### src/rtl/goldschmidt_sched.sv
// Round-robin front end and stage sequencer for the shared Goldschmidt divider datapath.
// Latency: a request handshake in cycle t gives resp_valid in cycle t+3+2*ITER.
// Backpressure: DONE holds until resp_ready; no request is accepted until the response retires.
module goldschmidt_sched #(
    parameter int WIDTH = 30,
    parameter int ITER  = 5
) (
    input  logic             clk,
    input  logic             reset,
    input  logic             req0_valid,
    output logic             req0_ready,
    input  logic [WIDTH-1:0] req0_num,
    input  logic [WIDTH-1:0] req0_den,
    input  logic             req1_valid,
    output logic             req1_ready,
    input  logic [WIDTH-1:0] req1_num,
    input  logic [WIDTH-1:0] req1_den,
    output logic             div_mode,
    output logic             div_stage,
    output logic [WIDTH-1:0] div_num,
    output logic [WIDTH-1:0] div_den,
    input  logic [WIDTH-1:0] div_quotient,
    output logic             resp_valid,
    input  logic             resp_ready,
    output logic             resp_id,
    output logic [WIDTH-1:0] resp_quotient,
    output logic             busy
);

    localparam int CNT_W = $clog2(2*ITER+2);
    localparam logic [CNT_W-1:0] CNT_LAST = CNT_W'(2*ITER+1);
    localparam logic [CNT_W-1:0] CNT_K    = CNT_W'(2);

    typedef enum logic [1:0] {
        IDLE = 2'd0,
        RUN  = 2'd1,
        DONE = 2'd2
    } state_t;

    state_t           state, state_nxt;
    logic [CNT_W-1:0] cnt;
    logic             last_grant;
    logic             grant0, grant1;
    logic             accept;

    // Requester 0 wins unless requester 1 is also pending and 0 was served last.
    assign grant0 = req0_valid & (~req1_valid | last_grant);
    assign grant1 = req1_valid & ~grant0;

    always_ff @(posedge clk or posedge reset) begin
        if (reset) state <= IDLE;
        else       state <= state_nxt;
    end

    always_comb begin
        state_nxt  = state;
        req0_ready = 1'b0;
        req1_ready = 1'b0;
        div_mode   = 1'b0;
        div_stage  = 1'b1;
        resp_valid = 1'b0;
        busy       = 1'b1;
        accept     = 1'b0;
        case (state)
            IDLE: begin
                busy       = 1'b0;
                req0_ready = grant0;
                req1_ready = grant1;
                accept     = grant0 | grant1;
                if (accept) state_nxt = RUN;
            end
            RUN: begin
                div_mode  = (cnt >= CNT_K);
                div_stage = cnt[0];
                if (cnt == CNT_LAST) state_nxt = DONE;
            end
            DONE: begin
                resp_valid = 1'b1;
                if (resp_ready) state_nxt = IDLE;
            end
            default: state_nxt = IDLE;
        endcase
    end

    always_ff @(posedge clk or posedge reset) begin
        if (reset) begin
            cnt           <= '0;
            last_grant    <= 1'b1;
            div_num       <= '0;
            div_den       <= '0;
            resp_quotient <= '0;
            resp_id       <= 1'b0;
        end else if (accept) begin
            div_num    <= grant1 ? req1_num : req0_num;
            div_den    <= grant1 ? req1_den : req0_den;
            resp_id    <= grant1;
            last_grant <= grant1;
            cnt        <= '0;
        end else if (state == RUN) begin
            cnt <= cnt + 1'b1;
            // The n register last moved on the previous stage-0 cycle, so it is final here.
            if (cnt == CNT_LAST) resp_quotient <= div_quotient;
        end
    end

endmodule

### config.mk
export PLATFORM = sky130hd
export DESIGN_NAME = goldschmidt_sched
export DESIGN_NICKNAME = d
export VERILOG_FILES = /design/src/rtl/goldschmidt_sched.sv
export SDC_FILE = /design/constraint.sdc
export NUM_CORES = 1
export LEC_CHECK = 0
export BUFFER_PORTS_ARGS = -buffer_cell sky130_fd_sc_hd__buf_4
export CAP_MARGIN = 10
export CORE_MARGIN = 5
export CORE_UTILIZATION = 48
export CTS_CLUSTER_DIAMETER = 40
export CTS_CLUSTER_SIZE = 25
export DETAILED_ROUTE_END_ITERATION = 10
export GPL_TIMING_DRIVEN = 0
export PLACE_DENSITY = 0.95
export SLEW_MARGIN = 5
export SYNTH_ARGS = -nofsm -noshare
export SYNTH_HDL_FRONTEND = slang
export SYNTH_SLANG_ARGS = --single-unit
### constraint.sdc
create_clock -name clk -period 8.9 [get_ports clk]
set_input_delay 0.89 -clock clk [delete_from_list [all_inputs] [get_ports clk]]
set_output_delay 0.89 -clock clk [all_outputs]
set_load 0.005 [all_outputs]
# [Word-level counts from Yosys, hierarchy flattened]
# Cells that the tools add are included.
[totals] reg_bits=98 input_bits=155 elab_cells=41
[op_classes] addsub=1 magnitude_cmp=1 n_eq_ne=6 muxes=15 n_bitwise=7 reduce_logical=4
[ops] operator="two-way mux 30 bit" count=2
[ops] operator="two-way mux 4 bit" count=2
[ops] operator="two-way mux 1 bit" count=7
[ops] operator="two-way mux 2 bit" count=3
[ops] operator="!= test 2 bit (second input constant)" count=3
[ops] operator="case mux 2 bit (3 select lines)" count=1
[ops] operator="AND reduction 3 bit" count=2
[ops] operator="adder 4 x 1 -> 4 bit (second input constant)" count=1
[ops] operator="equality test 4 bit (second input constant)" count=1
[ops] operator=">= comparator 4 x 2 -> 1 bit (second input constant)" count=1
[ops] operator="NOT 1 bit" count=3
[ops] operator="bitwise AND 1 bit" count=2
[ops] operator="equality test 2 x 1 -> 1 bit (second input constant)" count=1
[ops] operator="equality test 2 bit (second input constant)" count=1
[ops] operator="zero test 2 bit" count=1
[ops] operator="OR 1 bit" count=2
[ops] operator="nonzero test 2 bit" count=1

# [Logic depth before layout (Yosys ltp)]
# Gate-level depths: netlist (run 1).
[logic_depth] ltp_word=9 depth_mapped=5 ltp_nobuf=4

# [Worst setup path before layout (run 1)]
# OpenSTA, ideal clock, no wires.
[synth_timing] kind="input to output" from="input req1_valid" to="output req1_ready" arrival_time_ns=1.370 slack_ns=6.640 path_stages=3 n_path_buf=1 path_cell_list="a21bo_2 > buf_4 > nor2_1"
[synth_between] elab_chain_len=6
[synth_lines] item="from (decl)" line="14" source="input logic req1_valid,"
[synth_lines] item="NOT 1 bit" line="47" source="assign grant0 = req0_valid & (~req1_valid | last_grant);"
[synth_lines] item="OR 1 bit" line="47"
[synth_lines] item="bitwise AND 1 bit" line="47"
[synth_lines] item="NOT 1 bit" line="48" source="assign grant1 = req1_valid & ~grant0;"
[synth_lines] item="bitwise AND 1 bit *" line="48"
[synth_lines] item="two-way mux 1 bit *" line="64" source="case (state)"
[synth_lines] item="to (decl)" line="15" source="output logic req1_ready,"
# Every way passes the cells marked *; elsewhere a longest branch is shown, timed or not.

# [Final worst setup path (run 1)]
# Same ends and word-level chain as after synthesis.

==> flow_metrics.env, run 1 <==
export IMPL_outcome="finished, final reports clean"
export IMPL_ys_types=34
export IMPL_ff_latch_area_mm2=0.00245
export IMPL_syn_area_mm2=0.00447
export IMPL_hold_buffers=0
export IMPL_ys_ff_latch=98
export IMPL_route_final_wire_length_um=15200
export IMPL_area_growth_pct=50.7
export IMPL_syn_num_nets=539
export IMPL_tightest_slew_ns=0.522
export IMPL_path_class="in -> out"
export IMPL_p_leak_nw=3.22
export IMPL_grt_overflow=0
export IMPL_clkPwrFrac=0.148
export IMPL_track_usage=0.269
export IMPL_drtAntennaViolNets=0
export IMPL_num_antenna_cells=0
export IMPL_fp_dieArea_mm2=0.0113
export IMPL_layout_nets=802
export IMPL_gp_congestion=0.799
export IMPL_peakVddDrop_mv=0.167
export IMPL_max_freq_ghz=0.387
export IMPL_routedWlPerCell_um=19.9
export IMPL_crit_arrival_ns=1.70
export IMPL_rrSetupSlack_ns=7.17
export IMPL_nFillCells=636
export IMPL_grt_pass1_vias=4669
export IMPL_setup_worst_path_end_class="output port"
export IMPL_p_int_w=0.00138
export IMPL_timing_rr_start="cnt[1]$_DFFE_PP0P_"
export IMPL_power_switching_w=0.000682
export IMPL_yosys_area_top_type="dfrtp_1"
export IMPL_pwr_share_seq=0.394
export IMPL_start_kind="input pin"
export IMPL_timing_final_crit_period_ns=2.59
export IMPL_synth_edff_count=0
export IMPL_syn_avg_cell_area_um2=11.7
export IMPL_cellPowerDensity_mw_per_mm2=305
export IMPL_vias=4278
export IMPL_required_ns=8.01
export IMPL_final_layout_size_suffix_gt1_frac=0.512
export IMPL_antenna_found_initial=0
export IMPL_critical_path_max_fanout=7
export IMPL_htreeDepth=3
export IMPL_cts_tree="yes"
export IMPL_grt_max_degree=73
export IMPL_drc_errors=0
export IMPL_die_w_um=107
export IMPL_post_dp_cell_area_mm2=0.00652
export IMPL_clock_sinks=98
export IMPL_path_clk_slew_ns=0.10
export IMPL_final_max_slew_violation_count=0
export IMPL_grt_pass1_wl_um=24300
export IMPL_multi_input_area_mm2=0.00179
export IMPL_fin_tns_setup_ns=0
export IMPL_rsz0062_at_grt="no"
export IMPL_initial_utilization=0.488
export IMPL_ff2ff_path_depth=5
export IMPL_synthArstFlopShare=1.00
export IMPL_clockBufferDepth=2
export IMPL_syn_inst=382
export IMPL_cts_resized=0
export IMPL_drv_cap=0
export IMPL_dr_pass1_iters=4
export IMPL_row_count=35
export IMPL_post_cts_repair_setup_buffers=0
export IMPL_r2r_end="resp_quotient[14]$_DFFE_PP0P_"
export IMPL_port_buffers=251
export IMPL_die_y_um=107
export IMPL_yosys_warnings=0
export IMPL_worstHoldPathType="in -> async"
export IMPL_yosysTopAreaCellShare=0.543
export IMPL_first_iter_violations=149
export IMPL_pwr_share_comb=0.458
export IMPL_finClkSkew_ns=0.0146
export IMPL_worst_skew_pair_late_latency_ns=0.36
export IMPL_setup_violations_final=0
export IMPL_switching_share=0.331
export IMPL_hpwlAfterDp_um=11700
export IMPL_core_area_mm2=0.00915
export IMPL_holdWs_ns=0.501
export IMPL_netlist_top_cells_area="dfrtp_1, a2bb2oi_1, a211oi_1"
export IMPL_numCtsBuffers=9
export IMPL_period_share=0.291
export IMPL_ys_flop_type="dfrtp_1"
export IMPL_root_buffer="clkbuf_8"
export IMPL_routed_via_density=5.62
export IMPL_yosysSeqAreaShare=0.549
export IMPL_max_slew_margin=0.652
export IMPL_final_area_mm2=0.00674
export IMPL_pin_count=252
export IMPL_final_hold_violation_count=0
[Yosys cell counts, drive strengths merged (2+ instances only)]
cell     count
a21oi        3
ha           2
nor2         5
dfrtp       97
inv          5
mux2        30
nand2       63
clkbuf      14
a211oi      60
o21ai        5
a21o         2
a2bb2oi     60
buf         21
nand2b       2
[layer usage]
layer | track usage | routed length, µm
met1 | 0.314 | 5720
met3 | 0.0850 | 1390
met4 | 0.0804 | 370
met5 | 0 | 0
met2 | 0.474 | 7700
[stage by stage]
step	cells	power, W	setup WS (ns)	util
2_1_floorplan	382	0.00122	5.45	-
3_3_place_gp	744	0.00170	4.49	0.710
3_5_place_dp	745	0.00176	6.32	0.713
4_1_cts	761	0.00207	6.32	0.736
5_1_grt	761	0.00219	6.25	0.736
6_report	761	0.00206	6.31	0.736
[power by group through the flow]
stage                     registers, W  logic, W  clock network (W)
after floorplan               0.000804  0.000420                  0
after global placement        0.000795  0.000906                  0
after detailed placement      0.000810  0.000949                  0
after CTS                     0.000808  0.000951           0.000309
after global routing          0.000840   0.00102           0.000329
final                         0.000811  0.000941           0.000305
[final cells by class]
| class | instances | share of cell area |
|---|---|---|
| well taps | 111 | 0.0206 |
| clock buffers | 11 | 0.0225 |
| inverters | 5 | 0.00316 |
| plain buffers | 35 | 0.0314 |
| clock inverters | 5 | 0.00910 |
| flip-flops and latches | 98 | 0.364 |
| multi-input cells | 244 | 0.265 |
| repair buffers | 252 | 0.284 |
[sequential cells by signal, indices dropped and copies added (netlist names)]
signal,cells
last_grant,1
resp_id,1
div_den,30
state,2
resp_quotient,30
div_num,30
cnt,4
[worst max path at each step]
stage	start	end	slack, ns	cells past startpoint
floorplan	reset	cnt[0]$_DFFE_PP0P_	5.45	1
global placement	reset	div_num[12]$_DFFE_PP0P_	4.49	2
CTS	req1_valid	req1_ready	6.32	5
detailed placement	req1_valid	req1_ready	6.32	5
finish	req1_valid	req1_ready	6.31	5
global route	req1_valid	req1_ready	6.25	5
[critical path, cell delays in order]
cell	delay [ns]
buf_4	0.13
a21bo_2	0.22
buf_4	0.16
nor2_1	0.15
buf_4	0.14
[cells by family (layout without fill, tap and decap cells)]
| group | Yosys count | after routing | share of synthesized area |
|---|---|---|---|
| compound gates | 135 | 135 | 0.240 |
| fa+ha+maj | 2 | 2 | 0.00560 |
| flops | 98 | 98 | 0.549 |
| buf+inv | 40 | 308 | 0.0515 |
| mux | 30 | 30 | 0.0764 |
| simple gates | 77 | 77 | 0.0775 |
[placed cells by master, fill, tap and decap left out, types with 2 or more instances in the layout]
cell	n
mux2_2	29
ha_1	2
nor2_4	3
buf_4	258
clkinv_4	2
clkbuf_1	11
inv_1	3
a21oi_1	3
buf_2	13
nand2b_1	2
clkbuf_8	14
nand2_1	63
a2bb2oi_1	60
dfrtp_1	97
o21ai_0	5
nor2_1	2
a211oi_1	60
No activity file was read; power rests on OpenSTA's default activity.
==> run 2: changes to the inputs <==
--- a/config.mk
+++ b/config.mk
@@ -8,12 +8,12 @@
 export BUFFER_PORTS_ARGS = -buffer_cell sky130_fd_sc_hd__buf_4
 export CAP_MARGIN = 10
 export CORE_MARGIN = 5
-export CORE_UTILIZATION = 48
+export CORE_UTILIZATION = 40
 export CTS_CLUSTER_DIAMETER = 40
 export CTS_CLUSTER_SIZE = 25
 export DETAILED_ROUTE_END_ITERATION = 10
 export GPL_TIMING_DRIVEN = 0
-export PLACE_DENSITY = 0.95
+export PLACE_DENSITY = 0.86
 export SLEW_MARGIN = 5
 export SYNTH_ARGS = -nofsm -noshare
 export SYNTH_HDL_FRONTEND = slang
==> constraint.sdc (replaced) <==
create_clock -name clk -period 2.1 [get_ports clk]
set_input_delay 0.21 -clock clk [delete_from_list [all_inputs] [get_ports clk]]
set_output_delay 0.21 -clock clk [all_outputs]
set_load 0.005 [all_outputs]
==> run 2 against run 1 <==
Net effect:
- die area grew 18%
- first-iteration DRC count increased by 74%
- power rose to 4.2 times the previous value
- clock skew about the same
- non-clock buffer count is 2 higher
- design area grew 0.65%
- largest power group unchanged
- critical path depth stayed put
- sequential cell count unchanged
- critical endpoint is now div_mode
- register-to-register slack got worse by 6.8 ns
- hold slack worse by 0.44 ns
- via count increased by 0.68%
- routed wire length fell by 0.61%
==> flow_metrics.env, run 2 (synthesis gave the netlist of run 1 again) <==
export IMPL_outcome="finished, final reports clean"
export IMPL_final_max_slew_violation_count=0
export IMPL_period_share=0.808
export IMPL_root_buffer="clkbuf_8"
export IMPL_port_buffers=251
export IMPL_crit_arrival_ns=1.49
export IMPL_num_antenna_cells=0
export IMPL_layout_commonest_cell="buf_4"
export IMPL_setup_violations_final=0
export IMPL_htreeDepth=3
export IMPL_hpwlAfterDp_um=11900
export IMPL_die_y_um=116
export IMPL_clockBufferDepth=2
export IMPL_grt_pass1_vias=4679
export IMPL_worstHoldPathType="in -> reg"
export IMPL_pin_count=252
export IMPL_drc_errors=0
export IMPL_routedWlPerCell_um=19.0
export IMPL_max_freq_ghz=0.589
export IMPL_place_ws_ns=0.413
export IMPL_grt_pass1_wl_um=23400
export IMPL_p_leak_nw=3.21
export IMPL_vias=4307
export IMPL_fp_dieArea_mm2=0.0134
export IMPL_rrSetupSlack_ns=0.41
export IMPL_initial_utilization=0.411
export IMPL_clock_sinks=98
export IMPL_finClkSkew_ns=0.0141
export IMPL_path_class="reg -> out"
export IMPL_worst_skew_pair_late_latency_ns=0.36
export IMPL_area_growth_pct=51.7
export IMPL_die_w_um=116
export IMPL_rsz0062_at_grt="no"
export IMPL_numCtsBuffers=9
export IMPL_dr_pass1_iters=4
export IMPL_required_ns=1.89
export IMPL_track_usage=0.223
export IMPL_setup_slack_ns=0.402
export IMPL_reg_top3="div_den: 30 flops, div_num: 30 flops, resp_quotient: 30 flops"
export IMPL_first_iter_violations=259
export IMPL_layout_nets=804
export IMPL_critical_path_max_fanout=4
export IMPL_cts_resized=0
export IMPL_timing_final_crit_period_ns=1.70
export IMPL_final_hold_violation_count=0
export IMPL_layout_common_cells="buf_4, dfrtp_1, nand2_1"
export IMPL_antenna_found_initial=0
export IMPL_cellPowerDensity_mw_per_mm2=1270
export IMPL_fin_tns_setup_ns=0
export IMPL_cts_tree="yes"
export IMPL_max_slew_margin=0.536
export IMPL_tightest_slew_ns=0.695
export IMPL_drtAntennaViolNets=0
export IMPL_start_kind="flop"
export IMPL_final_layout_size_suffix_gt1_frac=0.509
export IMPL_routed_via_density=5.44
export IMPL_gp_congestion=0.884
export IMPL_grt_max_degree=43
export IMPL_peakVddDrop_mv=0.758
export IMPL_core_area_mm2=0.0109
export IMPL_grt_overflow=0
export IMPL_drv_cap=0
export IMPL_setup_worst_path_end_class="output port"
export IMPL_row_count=38
export IMPL_path_clk_slew_ns=0.09
export IMPL_route_final_wire_length_um=15100
[run 2: worst max-delay path, cell delays in order (launching register included)]
cell and delay [ns]:
dfrtp_1 0.40, inv_1 0.09, ha_1 0.20, nor4_1 0.23
nor2_1 0.07, buf_4 0.14
[run 2: where the power goes]
| part | switching, W | internal [W] | total [W] |
|---|---|---|---|
| sequential | 0.000603 | 0.00282 | 0.00343 |
| combinational | 0.00157 | 0.00238 | 0.00395 |
| clock | 0.000649 | 0.000586 | 0.00123 |
| total | 0.00282 | 0.00579 | 0.00861 |
[run 2: area by class of cell]
cell class | count | area, µm²
inverters | 5 | 22.5
plain buffers | 35 | 211
clock buffers | 12 | 145
well taps | 140 | 175
repair buffers | 254 | 1930
multi-input cells | 244 | 1790
flip-flops and latches | 98 | 2450
fillers | 860 | 4110
clock inverters | 4 | 51.3
[run 2: path summary, 6_finish.rpt]
| kind | end | cells past startpoint | startpoint |
|---|---|---|---|
| worst max-delay path | div_mode | 5 | cnt[0]$_DFFE_PP0P_ |
| worst min-delay path | last_grant$_DFFE_PP1P_ | 2 | req0_valid |
| worst max register to register | resp_quotient[20]$_DFFE_PP0P_ | 5 | cnt[1]$_DFFE_PP0P_ |
| worst min register to register | resp_id$_DFFE_PP0P_ | 1 | resp_id$_DFFE_PP0P_ |
| max in group asynchronous | div_den[14]$_DFFE_PP0P_ | 4 | reset |
| min in group asynchronous | div_den[0]$_DFFE_PP0P_ | 3 | reset |
[run 2: repair_timing]
item,in CTS,in global routing
buffers inserted,0,0
hold endpoints to repair,28,0
setup endpoints to repair,0,0
hold buffers,1,0
[run 2: routing by layer]
metal / wire, µm / GRT usage / vias up / part of all wire
met5: 0 / 0 / - / 0
met4: 411 / 0.0766 / 0 / 0.027
met3: 1720 / 0.0914 / 32 / 0.11
met2: 7450 / 0.380 / 231 / 0.49
met1: 5510 / 0.255 / 2092 / 0.36
li1: - / - / 1952 / -
[run 2: through the flow]
step | hold WS, ns | cell area (µm²) | util | total power, W | cells
floorplan | 0.273 | 4470 | - | 0.00519 | 382
global route | 0.0441 | 6780 | 0.623 | 0.00923 | 792
finish | 0.0641 | 6780 | 0.623 | 0.00861 | 792
CTS | 0.0431 | 6780 | 0.623 | 0.00871 | 792
global placement | 0.424 | 6530 | 0.600 | 0.00726 | 773
detailed placement | 0.355 | 6570 | 0.604 | 0.00746 | 775
